### config.mk
export PLATFORM = sky130hd
export DESIGN_NAME = fifo_uart_tx_flat
export DESIGN_NICKNAME = d
export VERILOG_FILES = /design/src/rtl/fifo_uart_tx_pkg.sv /design/src/rtl/fifo_uart_tx_if.sv /design/src/rtl/fifo_uart_tx_baud_gen.sv /design/src/rtl/fifo_uart_tx.sv /design/src/flat_wrapper.sv
export SDC_FILE = /design/constraint.sdc
export NUM_CORES = 1
export LEC_CHECK = 0
export ABC_CLOCK_PERIOD_IN_PS = 2300
export CAP_MARGIN = 20
export CORE_MARGIN = 3
export CORE_UTILIZATION = 54
export DETAILED_ROUTE_END_ITERATION = 7
export PLACE_DENSITY = 0.78
export SLEW_MARGIN = 20
export SYNTH_ARGS = -nofsm -noshare
export SYNTH_HDL_FRONTEND = slang
export SYNTH_SLANG_ARGS = --single-unit
### constraint.sdc
create_clock -name clk -period 2.3 [get_ports clk]
set_input_delay 0.575 -clock clk [delete_from_list [all_inputs] [get_ports clk]]
set_output_delay 0.575 -clock clk [all_outputs]
set_load 0.005 [all_outputs]
### src/rtl/fifo_uart_tx_pkg.sv
`timescale 1ns/1ps
`default_nettype none
// ============================================================================
//  Module      : fifo_uart_tx_pkg
//  Description : Shared types and default constants for the FIFO-fed UART
//                transmitter: FSM state encoding, frame defaults and a helper
//                that sizes counters.
//  Ports       : none (package)
//  Revision    : 1.0 - initial release
// ============================================================================
package fifo_uart_tx_pkg;

   typedef enum logic [1:0] {
      IDLE  = 2'd0,
      START = 2'd1,
      DATA  = 2'd2,
      STOP  = 2'd3
   } state_t;

   localparam int C_DBIT       = 8;
   localparam int C_SB_TICK    = 16;
   localparam int C_OVERSAMPLE = 16;

   // Width needed to count 0..n-1, never narrower than one bit.
   function automatic int cnt_width(input int n);
      return (n > 1) ? $clog2(n) : 1;
   endfunction

endpackage
`default_nettype wire

### src/rtl/fifo_uart_tx_if.sv
`timescale 1ns/1ps
`default_nettype none
// ============================================================================
//  Module      : fifo_uart_tx_if
//  Description : Read-side handshake between an upstream FIFO and the UART
//                transmitter.
//  Signals     : empty  - FIFO empty flag (FIFO -> transmitter)
//                r_data - FIFO head word, valid while empty=0
//                rd     - one-cycle pop strobe (transmitter -> FIFO)
//  Modports    : master - FIFO side, slave - transmitter side
//  Revision    : 1.0 - initial release
// ============================================================================
interface fifo_uart_tx_if
   import fifo_uart_tx_pkg::*;
#(
   parameter int DBIT = C_DBIT
);
   logic            empty;
   logic [DBIT-1:0] r_data;
   logic            rd;

   modport master (output empty, output r_data, input rd);
   modport slave  (input empty, input r_data, output rd);
endinterface
`default_nettype wire

### src/rtl/fifo_uart_tx_baud_gen.sv
`timescale 1ns/1ps
`default_nettype none
// ============================================================================
//  Module      : baud_gen
//  Description : Oversample tick generator. tick is high for one clock when
//                the counter equals the active divisor, then the counter wraps.
//  Ports       : clk   - system clock
//                reset - asynchronous active-low reset
//                clr   - synchronous restart of the count (frame start)
//                dvsr  - divisor; a tick every dvsr+1 clocks
//                tick  - oversample tick
//  Revision    : 1.0 - initial release
// ============================================================================
module baud_gen #(
   parameter int DVSR_WIDTH = 11
) (
   input  logic                  clk,
   input  logic                  reset,
   input  logic                  clr,
   input  logic [DVSR_WIDTH-1:0] dvsr,
   output logic                  tick
);

   logic [DVSR_WIDTH-1:0] cnt_q;
   // Divisor in use; resampled only at a wrap or restart so a change on the
   // dvsr input never truncates or stretches a tick period already running.
   logic [DVSR_WIDTH-1:0] lim_q;

   assign tick = (cnt_q == lim_q);

   always_ff @(posedge clk or negedge reset) begin
      if (!reset) begin
         cnt_q <= '0;
         lim_q <= '0;
      end else if (clr || tick) begin
         cnt_q <= '0;
         lim_q <= dvsr;
      end else begin
         cnt_q <= cnt_q + 1'b1;
      end
   end

endmodule
`default_nettype wire

### src/rtl/fifo_uart_tx.sv
`timescale 1ns/1ps
`default_nettype none
// ============================================================================
//  Module      : fifo_uart_tx
//  Description : UART transmitter that pulls words from an upstream FIFO and
//                sends start, DBIT data bits (LSB first) and stop bits at a
//                16x oversampled baud rate.
//  Ports       : clk     - system clock
//                reset   - asynchronous active-low reset
//                dvsr    - baud divisor (oversample tick every dvsr+1 clocks)
//                fifo    - FIFO read handshake (empty, r_data, rd)
//                tx      - registered serial output, idle high
//                tx_busy - high whenever a frame is in progress
//  Revision    : 1.0 - initial release
// ============================================================================
module fifo_uart_tx
   import fifo_uart_tx_pkg::*;
#(
   parameter int DBIT       = C_DBIT,
   parameter int SB_TICK    = C_SB_TICK,
   parameter int DVSR_WIDTH = 11
) (
   input  logic                  clk,
   input  logic                  reset,
   input  logic [DVSR_WIDTH-1:0] dvsr,
   fifo_uart_tx_if.slave         fifo,
   output logic                  tx,
   output logic                  tx_busy
);

   localparam int S_MAX = (SB_TICK > C_OVERSAMPLE) ? SB_TICK : C_OVERSAMPLE;
   localparam int S_W   = cnt_width(S_MAX);
   localparam int N_W   = cnt_width(DBIT);

   localparam logic [S_W-1:0] S_LAST  = S_W'(C_OVERSAMPLE - 1);
   localparam logic [S_W-1:0] SB_LAST = S_W'(SB_TICK - 1);
   localparam logic [N_W-1:0] N_LAST  = N_W'(DBIT - 1);

   state_t          state_q, state_d;
   logic [S_W-1:0]  s_q, s_d;     // oversample ticks within current bit
   logic [N_W-1:0]  n_q, n_d;     // data bit index
   logic [DBIT-1:0] b_q, b_d;     // shift register, LSB is next data bit
   logic            tx_q, tx_d;
   logic            pop;
   logic            tick;
   logic [DBIT-1:0] b_shift;

   assign b_shift = b_q >> 1;

   baud_gen #(
      .DVSR_WIDTH (DVSR_WIDTH)
   ) u_baud_gen (
      .clk   (clk),
      .reset (reset),
      .clr   (pop),
      .dvsr  (dvsr),
      .tick  (tick)
   );

   always_ff @(posedge clk or negedge reset) begin
      if (!reset) begin
         state_q <= IDLE;
         s_q     <= '0;
         n_q     <= '0;
         b_q     <= '0;
         tx_q    <= 1'b1;
      end else begin
         state_q <= state_d;
         s_q     <= s_d;
         n_q     <= n_d;
         b_q     <= b_d;
         tx_q    <= tx_d;
      end
   end

   always_comb begin
      state_d = state_q;
      s_d     = s_q;
      n_d     = n_q;
      b_d     = b_q;
      tx_d    = tx_q;
      pop     = 1'b0;
      case (state_q)
         IDLE: begin
            tx_d = 1'b1;
            if (!fifo.empty) begin
               // Pop, capture the head word and drop the line for the start
               // bit on the same edge.
               pop     = 1'b1;
               b_d     = fifo.r_data;
               tx_d    = 1'b0;
               s_d     = '0;
               n_d     = '0;
               state_d = START;
            end
         end
         START: begin
            if (tick) begin
               if (s_q == S_LAST) begin
                  s_d     = '0;
                  n_d     = '0;
                  tx_d    = b_q[0];
                  state_d = DATA;
               end else begin
                  s_d = s_q + 1'b1;
               end
            end
         end
         DATA: begin
            if (tick) begin
               if (s_q == S_LAST) begin
                  s_d = '0;
                  b_d = b_shift;
                  if (n_q == N_LAST) begin
                     n_d     = '0;
                     tx_d    = 1'b1;
                     state_d = STOP;
                  end else begin
                     n_d  = n_q + 1'b1;
                     tx_d = b_shift[0];
                  end
               end else begin
                  s_d = s_q + 1'b1;
               end
            end
         end
         STOP: begin
            if (tick) begin
               if (s_q == SB_LAST) begin
                  s_d     = '0;
                  state_d = IDLE;
               end else begin
                  s_d = s_q + 1'b1;
               end
            end
         end
         default: state_d = IDLE;
      endcase
   end

   // The pop decision is combinational from IDLE, so it is masked by reset to
   // keep rd low for as long as reset is held, even with data waiting.
   assign fifo.rd = pop & reset;
   assign tx      = tx_q;
   assign tx_busy = (state_q != IDLE);

endmodule
`default_nettype wire

### src/flat_wrapper.sv
// flat-port wrapper written by rule: the top's interface ports become plain ports
module fifo_uart_tx_flat import fifo_uart_tx_pkg::*;
#(
   parameter int DBIT       = C_DBIT,
   parameter int SB_TICK    = C_SB_TICK,
   parameter int DVSR_WIDTH = 11
)
  (clk, reset, dvsr, tx, tx_busy, fifo_empty, fifo_r_data, fifo_rd);
  fifo_uart_tx_if #(.DBIT(DBIT)) fifo_i ();
  input  logic clk;
  input  logic reset;
  input  logic [DVSR_WIDTH-1:0] dvsr;
  output logic tx;
  output logic tx_busy;
  input wire logic [$bits(fifo_i.empty)-1:0] fifo_empty;
  input wire logic [$bits(fifo_i.r_data)-1:0] fifo_r_data;
  output wire logic [$bits(fifo_i.rd)-1:0] fifo_rd;
  assign fifo_i.empty = fifo_empty;
  assign fifo_i.r_data = fifo_r_data;
  assign fifo_rd = fifo_i.rd;
  fifo_uart_tx #(.DBIT(DBIT), .SB_TICK(SB_TICK), .DVSR_WIDTH(DVSR_WIDTH)) u_core (.clk(clk), .reset(reset), .dvsr(dvsr), .fifo(fifo_i), .tx(tx), .tx_busy(tx_busy));
endmodule
Word-level counts from Yosys, hierarchy flattened. Cells that the tools add are included.

Output and inout port bits: 3. Input bits: 22. Logic and storage cells: 71. Flip-flop bits (word level): 40.

Add/sub/neg operators: 3. Eq/ne operators: 15. Muxes and demuxes: 34. Reduce and logical (&&, ||, !) cells: 11. Bitwise operators: 1.

Operators with widths (number): 8-bit 2-to-1 mux (3); 3-bit 2-to-1 mux (6); 2-bit 2-to-1 mux (8); 8-bit one-hot mux with 2 select lines (1); 4-bit 2-to-1 mux (3); 11-bit by 1-bit adder with 11-bit output (second input constant) (1); 11-bit == test (1); 11-bit 2-to-1 mux (1); 2-bit by 1-bit inequality test with 1-bit output (second input constant) (5); 3-bit one-hot mux with 3 select lines (1); 1-bit 2-to-1 mux (8); 2-bit inequality test (second input constant) (4); 2-bit one-hot mux with 4 select lines (1); 4-bit one-hot mux with 2 select lines (1); 8-bit AND reduction (1); 6-bit AND reduction (1); 5-bit AND reduction (1); 4-bit by 1-bit adder with 4-bit output (second input constant) (1); 2-bit == test (second input constant) (2); 4-bit == test (second input constant) (1); 4-bit AND reduction (1); 2-bit nonzero test (2); 3-bit by 1-bit adder with 3-bit output (second input constant) (1); 3-bit == test (second input constant) (1); 8 further kinds (8).

Depth between registers and ports, before layout. Gate-level depths: netlist of run 1.

Word-level depth: 5. Mapped depth: 7. Depth with buffers taken out: 7.

By module. A second synthesis of run 1 with hierarchy kept.

Cell total of the unflattened synthesis: 195. Area, all modules: 2185.8 sq um.

By module, submodules not included: baud_gen (cells an instance 87, sequential area each 550.5 sq um, area an instance 1107.3 sq um, instances 1); fifo_uart_tx (cells an instance 108, sequential area each 451.7 sq um, area an instance 1078.5 sq um, instances 1).

Worst setup path before layout of run 1. Ideal clock, no wire load.

Kind: register to register. Start point: register u_core.u_baud_gen.cnt_q[5]. End point: register u_core.u_baud_gen.lim_q[10]. Buffers on the path: 1. Stages on the path, launching flop included: 7. Clock period less this slack: 1.909 ns. Required time: 2.175 ns. Library setup time: 0.125 ns. Data arrival time: 1.784 ns. Setup slack: 0.391 ns. Path through: dfrtp_1 > xnor2_1 > nand4_1 > nor3_2 > a21o_1 > buf_4 > mux2_2.

Longest elaborated chain between the ends: 2.

RTL lines: start, declared (line fifo_uart_tx_baud_gen.sv:24) `logic [DVSR_WIDTH-1:0] cnt_q;`; start signal, assigned (line fifo_uart_tx_baud_gen.sv:39) `cnt_q <= cnt_q + 1'b1;`; 11-bit == test (line fifo_uart_tx_baud_gen.sv:29) `assign tick = (cnt_q == lim_q);`; 1-bit logical OR (line fifo_uart_tx_baud_gen.sv:35) `end else if (clr || tick) begin`; end signal, assigned (line fifo_uart_tx_baud_gen.sv:37) `lim_q <= dvsr;`; end, declared (line fifo_uart_tx_baud_gen.sv:27) `logic [DVSR_WIDTH-1:0] lim_q;`.

Every way passes these cells. A chain may end at the register's enable or synchronous reset.

Worst setup path in the final report of run 1.
Start point: register u_core.state_q[1]. End point: output tx_busy.

Longest elaborated chain between the ends: 1.

RTL lines: start, declared (line fifo_uart_tx.sv:39) `state_t state_q, state_d;`; start signal, assigned (line fifo_uart_tx.sv:68) `state_q <= state_d;`; 2-bit nonzero test (line fifo_uart_tx.sv:145) `assign tx_busy = (state_q != IDLE);`; end, declared (line flat_wrapper.sv:14) `output logic tx_busy;`.

Every way passes these cells.

==> results.sh, run 1 <==
export IMPL_worstHoldPathType="input pin to async pin"
export IMPL_critPathMaxFanout=5
export IMPL_async_flop_share_pct=100
export IMPL_required_ps=1730
export IMPL_synth_largest_area_cell="dfrtp_1"
export IMPL_holdBufCountCts=0
export IMPL_routedWlPerCell_um=14.6
export IMPL_cts_root_buf="clkbuf_8"
export IMPL_status="complete, no violations"
export IMPL_gr_total_overflow=0
export IMPL_drc_errors=0
export IMPL_cp_common_cell="inv_1"
export IMPL_place_hpwl_um=3030
export IMPL_rsz0062_at_grt="false"
export IMPL_p_leak_nw=1.13
export IMPL_ys_ff_latch=40
export IMPL_netlist_top_cells_area="dfrtp_1 46%, mux2_2 7.5%, xnor2_1 6.7%"
export IMPL_r2r_cells=5
export IMPL_design_area_um2=2540
export IMPL_period_share_pct=93.8
export IMPL_clock_sinks=40
export IMPL_worstPathCellList="inv_1, ha_4, inv_1, clkdlybuf4s50_1"
export IMPL_arrival_ps=1580
export IMPL_clkTransAtPathRegs_ps=70
export IMPL_fin_crit_ps=2160
export IMPL_die_w_um=68.4
export IMPL_n_antenna_cell=0
export IMPL_hold_viol=0
export IMPL_cts_buffer_depth=2
export IMPL_dp_cells=273
export IMPL_drt_met1_wl_um=1870
export IMPL_setup_worst_path_start_class="flop"
export IMPL_synth_top_flop_cell="dfrtp_1"
export IMPL_rows=22
export IMPL_maxCapViolCount=0
export IMPL_syn_nets=227
export IMPL_p_per_area_nw_per_um2=786
export IMPL_die_area_um2=4680
export IMPL_htreeDepth=2
export IMPL_p_int_mw=1.40
export IMPL_end_kind="primary output"
export IMPL_power_switching_uw=602
export IMPL_synth_edf_count=0
export IMPL_grt_start_max_net_pins=41
export IMPL_ant_nets=0
export IMPL_nets=263
export IMPL_layout_drive_gt1_share_pct=16.3
export IMPL_wl_met3_um=195
export IMPL_reg2reg_to="u_core.b_q[1]"
export IMPL_wl_um=4110
export IMPL_cts_tree="built"
export IMPL_nFillCells=277
export IMPL_synth_commonest_cells="39 x dfrtp_1, 20 x nor2_1, 16 x xnor2_1"
export IMPL_netlist_area_leader_share_pct=46.4
export IMPL_synthToLayoutAreaGrowth_pct=21.0
export IMPL_antenna_found_initial=0
export IMPL_skew_ps=5.86
export IMPL_synth_area_per_cell_um2=10.7
export IMPL_dr_pass1_iters=4
export IMPL_synth_cell_types=37
export IMPL_maxSlewHeadroom_pct=63.7
export IMPL_crit_family="buffers and inverters"
export IMPL_path_buf_inv=3
export IMPL_routed_via_density=5.60
export IMPL_syn_cell_area_um2=2100
export IMPL_drt_iter0_drc=110
export IMPL_finalWeightedCongestion=0.780
export IMPL_port_buffers=24
export IMPL_yosys_warnings=0
export IMPL_cts_setup_buffers=0
export IMPL_multi_input_comb_area_um2=1050
export IMPL_ios=25
export IMPL_core_um2=3720
export IMPL_grt_pass1_vias=1547
export IMPL_synth_most_common_cell="dfrtp_1"
export IMPL_tightest_slew_ps=540
export IMPL_dr_wl_met2_um=1980
export IMPL_fmax_ghz=0.463
export IMPL_ir_worst_vdd_mv=0.519
export IMPL_vias=1575
export IMPL_cts_buffers=5
export IMPL_switching_share_pct=30.1
export IMPL_fin_util_pct=68.5
export IMPL_p_clk_share_pct=21.6
export IMPL_seqCellArea_um2=1000
export IMPL_setup_viol=0
export IMPL_reg2reg_from="u_core.u_baud_gen.cnt_q[8]"
export IMPL_yosysSeqAreaShare_pct=47.7
export IMPL_pwr_share_seq_pct=51.9
export IMPL_cp_slowest_stage_delay_ps=510
export IMPL_slowest_stage="clkdlybuf4s50_1"
export IMPL_setup_tns_ps=0
export IMPL_r2r_slack_ps=160
export IMPL_grt_usage_pct=20.2
export IMPL_grt_pass1_wl_um=6930
export IMPL_drv_slew=0
export IMPL_stdcell_count=281
export IMPL_die_y_um=68.4
export IMPL_syn_inst=196
export IMPL_timing_hold_ws_ps=353
export IMPL_post_dp_cell_area_um2=2450
export IMPL_power_share_combinational_pct=26.5
export IMPL_worstSkewPairLatency_ps=280
export IMPL_initial_core_util_pct=56.6
export IMPL_path_class="flop to primary output"
export IMPL_highest_layer="met4"
metal layers:
layer  track usage, %  up-vias
met2             33.4       37
met4             6.95        0
met1             25.2      766
met5                0        -
li1                 -      764
met3             5.58        8
cell usage in the layout, fill, tap and decap left out, types with 4 or more instances in the layout:
cell / netlist / routed
buf_4: 1 / 10
clkbuf_8: 0 / 5
clkdlybuf4s50_1: 0 / 22
dfrtp_1: 39 / 39
ha_1: 9 / 8
inv_1: 10 / 9
mux2_2: 14 / 14
mux2i_1: 7 / 7
nand2_1: 14 / 14
nand3_1: 12 / 12
nor2_1: 20 / 20
nor3_1: 6 / 6
o21ai_0: 5 / 5
o221a_1: 4 / 4
or3_1: 4 / 4
xnor2_1: 16 / 16
xor2_1: 4 / 4
state kept, by name (all words and copies together) (netlist names):
name                     flops
u_core.b_q                   8
u_core.n_q                   3
u_core.s_q                   4
u_core.state_q               2
u_core.tx                    1
u_core.u_baud_gen.cnt_q     11
u_core.u_baud_gen.lim_q     11
power groups by stage:
| stage | logic, mW | registers (mW) | clock network [mW] |
|---|---|---|---|
| 6_report | 0.529 | 1.04 | 0.432 |
| 5_1_grt | 0.604 | 1.06 | 0.486 |
| 4_1_cts | 0.539 | 1.04 | 0.447 |
| 3_5_place_dp | 0.534 | 1.05 | 0 |
| 3_3_place_gp | 0.510 | 1.04 | 0 |
| 2_1_floorplan | 0.400 | 1.01 | 0 |
timing repair:
item,4_1_cts,5_1_grt
gates resized for setup,2,3
endpoints found under the hold margin,0,0
setup endpoints to repair,1,2
cells by family after synthesis:
logic type	count (synthesis)	synth area share, %
xor gates and xnor gates	20	8.33
DFF	40	47.7
muxes	21	10.8
buffers and inverters	15	2.98
and+or+nand+nor	66	15.1
AOI/OAI and AO/OA	25	9.76
adders and majority gates	9	5.36
worst reg2reg max path, delay by kind of cell, from the launching register on:
| kind | cells | cell delay [ps] |
|---|---|---|
| AOI/OAI and AO/OA | 1 | 280 |
| xor gates and xnor gates | 1 | 200 |
| DFF | 1 | 430 |
| muxes | 1 | 180 |
| and+or+nand+nor | 2 | 930 |
how the worst max path moves through the flow:
stage               depth (start not counted)  slack [ps]                        from                     endpoint
floorplan                                   6         390  u_core.u_baud_gen.cnt_q[5]  u_core.u_baud_gen.lim_q[10]
global placement                            4          30                  fifo_empty                      fifo_rd
detailed placement                          5          10                  fifo_empty   u_core.u_baud_gen.lim_q[4]
CTS                                         4          10                  fifo_empty                      fifo_rd
global route                                5          50  u_core.u_baud_gen.cnt_q[8]                u_core.b_q[2]
finish                                      4         140           u_core.state_q[1]                      tx_busy
stage by stage:
stage                     total power [mW]  setup WS [ps]
after detailed placement              1.58           12.3
after global routing                  2.15           51.9
after global placement                1.55           25.5
final                                 2.00            142
after floorplan                       1.41            391
after CTS                             2.02           12.3
cell type report:
type / instances / area share (%)
multi-input cells: 141 / 41.3
well taps: 48 / 2.36
flip-flops and latches: 40 / 39.4
repair buffers: 34 / 12.3
clock buffers: 8 / 3.15
inverters: 10 / 1.48
Power figures use the tool's default switching activity.
==> run 2: changes to the inputs <==
- HOLD_SLACK_MARGIN: default -> 0.02
- REMOVE_ABC_BUFFERS: default -> 1
==> results.sh, run 2 (synthesis gave the netlist of run 1 again) <==
export IMPL_maxCapViolCount=0
export IMPL_drc_errors=0
export IMPL_dp_cells=272
export IMPL_routed_via_density=5.53
export IMPL_cts_tree="built"
export IMPL_p_per_area_nw_per_um2=842
export IMPL_cts_root_buf="clkbuf_8"
export IMPL_required_ps=1730
export IMPL_holdBufCountCts=0
export IMPL_stdcell_count=280
export IMPL_p_leak_nw=1.17
export IMPL_rsz0062_at_grt="false"
export IMPL_skew_ps=6.10
export IMPL_ir_worst_vdd_mv=0.593
export IMPL_rows=22
export IMPL_path_class="flop to primary output"
export IMPL_cts_buffer_depth=2
export IMPL_arrival_ps=1550
export IMPL_startpoint="u_core.state_q[1]"
export IMPL_finalWeightedCongestion=0.833
export IMPL_r2r_slack_ps=210
export IMPL_setup_viol=0
export IMPL_status="complete, no violations"
export IMPL_antenna_found_initial=0
export IMPL_drv_slew=0
export IMPL_reg2reg_from="u_core.u_baud_gen.cnt_q[8]"
export IMPL_grt_pass1_vias=1448
export IMPL_worstHoldPathType="input pin to async pin"
export IMPL_most_common_layout_cells="39 x dfrtp_1, 22 x clkdlybuf4s50_1, 20 x nor2_1, 16 x xnor2_1"
export IMPL_fmax_ghz=0.470
export IMPL_clkTransAtPathRegs_ps=80
export IMPL_place_hpwl_um=3090
export IMPL_routedWlPerCell_um=15.6
export IMPL_port_buffers=24
export IMPL_tightest_slew_ps=653
export IMPL_vias=1549
export IMPL_cts_setup_buffers=0
export IMPL_final_common_cell="dfrtp_1"
export IMPL_core_um2=3720
export IMPL_grt_usage_pct=20.5
export IMPL_die_y_um=68.4
export IMPL_die_w_um=68.4
export IMPL_htreeDepth=2
export IMPL_critPathMaxFanout=5
export IMPL_layout_drive_gt1_share_pct=17.7
export IMPL_synthToLayoutAreaGrowth_pct=24.0
export IMPL_hold_viol=0
export IMPL_ios=25
export IMPL_cts_buffers=5
export IMPL_maxSlewHeadroom_pct=56.2
export IMPL_period_share_pct=92.6
export IMPL_initial_core_util_pct=56.6
export IMPL_setup_tns_ps=0
export IMPL_timing_hold_ws_ps=347
export IMPL_dr_pass1_iters=5
export IMPL_ant_nets=0
export IMPL_n_antenna_cell=0
export IMPL_nFillCells=281
export IMPL_fin_crit_ps=2130
export IMPL_wl_um=4360
export IMPL_grt_pass1_wl_um=7010
export IMPL_worstSkewPairLatency_ps=290
export IMPL_drt_iter0_drc=157
export IMPL_setup_worst_path_start_class="flop"
export IMPL_gr_total_overflow=0
export IMPL_nets=262
export IMPL_clock_sinks=40
export IMPL_top_regs="u_core.u_baud_gen.cnt_q (11), u_core.u_baud_gen.lim_q (11), u_core.b_q (8)"
export IMPL_grt_start_max_net_pins=41
export IMPL_die_area_um2=4680
export IMPL_end_kind="primary output"
export IMPL_post_cts_resized=2
## run 2: power by group
group,internal [mW],switching (mW)
logic,0.309,0.226
clock network,0.383,0.245
registers,0.872,0.161
total,1.56,0.631
## run 2: worst max-delay path, cell delays in order (launching register included)
cell and delay (ps):
dfrtp_1 420, inv_2 90, ha_4 180, inv_1 70
clkdlybuf4s50_1 500
## run 2: final timing paths
check                                             end  cells past startpoint
setup / recovery                              tx_busy                      4
max in group asynchronous                   u_core.tx                      2
hold / removal                      u_core.state_q[0]                      2
hold reg to reg            u_core.u_baud_gen.cnt_q[0]                      1
setup reg to reg                        u_core.b_q[1]                      5
min in group clk           u_core.u_baud_gen.cnt_q[0]                      1
## run 2: layout make-up
type | count | area (um^2) | share of cell area, %
Multi-Input combinational cell | 141 | 1060 | 40.8
Sequential cell | 40 | 1000 | 38.5
Timing Repair Buffer | 33 | 318 | 12.2
Clock buffer | 7 | 96.3 | 3.70
Tap cell | 48 | 60.1 | 2.30
Inverter | 10 | 37.5 | 1.44
Clock inverter | 1 | 30.0 | 1.15
## run 2: through the flow
step | cell area, um^2 | setup WS (ps) | utilization, % | power [mW]
floorplan | 2080 | 208 | - | 1.41
global placement | 2450 | 31.8 | 66.0 | 1.55
detailed placement | 2450 | 20.7 | 66.0 | 1.58
CTS | 2590 | 14.5 | 69.7 | 2.20
global route | 2610 | 76.3 | 70.1 | 2.33
finish | 2610 | 171 | 70.1 | 2.20
## run 2: per-layer routing
layer	routed length (um)	part of all wire [%]	vias to the layer above	GRT usage, %
met3	183	4.2	4	5.91
met4	31	0.71	0	5.21
li1	-	-	756	-
met1	1830	42	750	26.3
met2	2310	53	39	33.7
met5	0	0	-	0
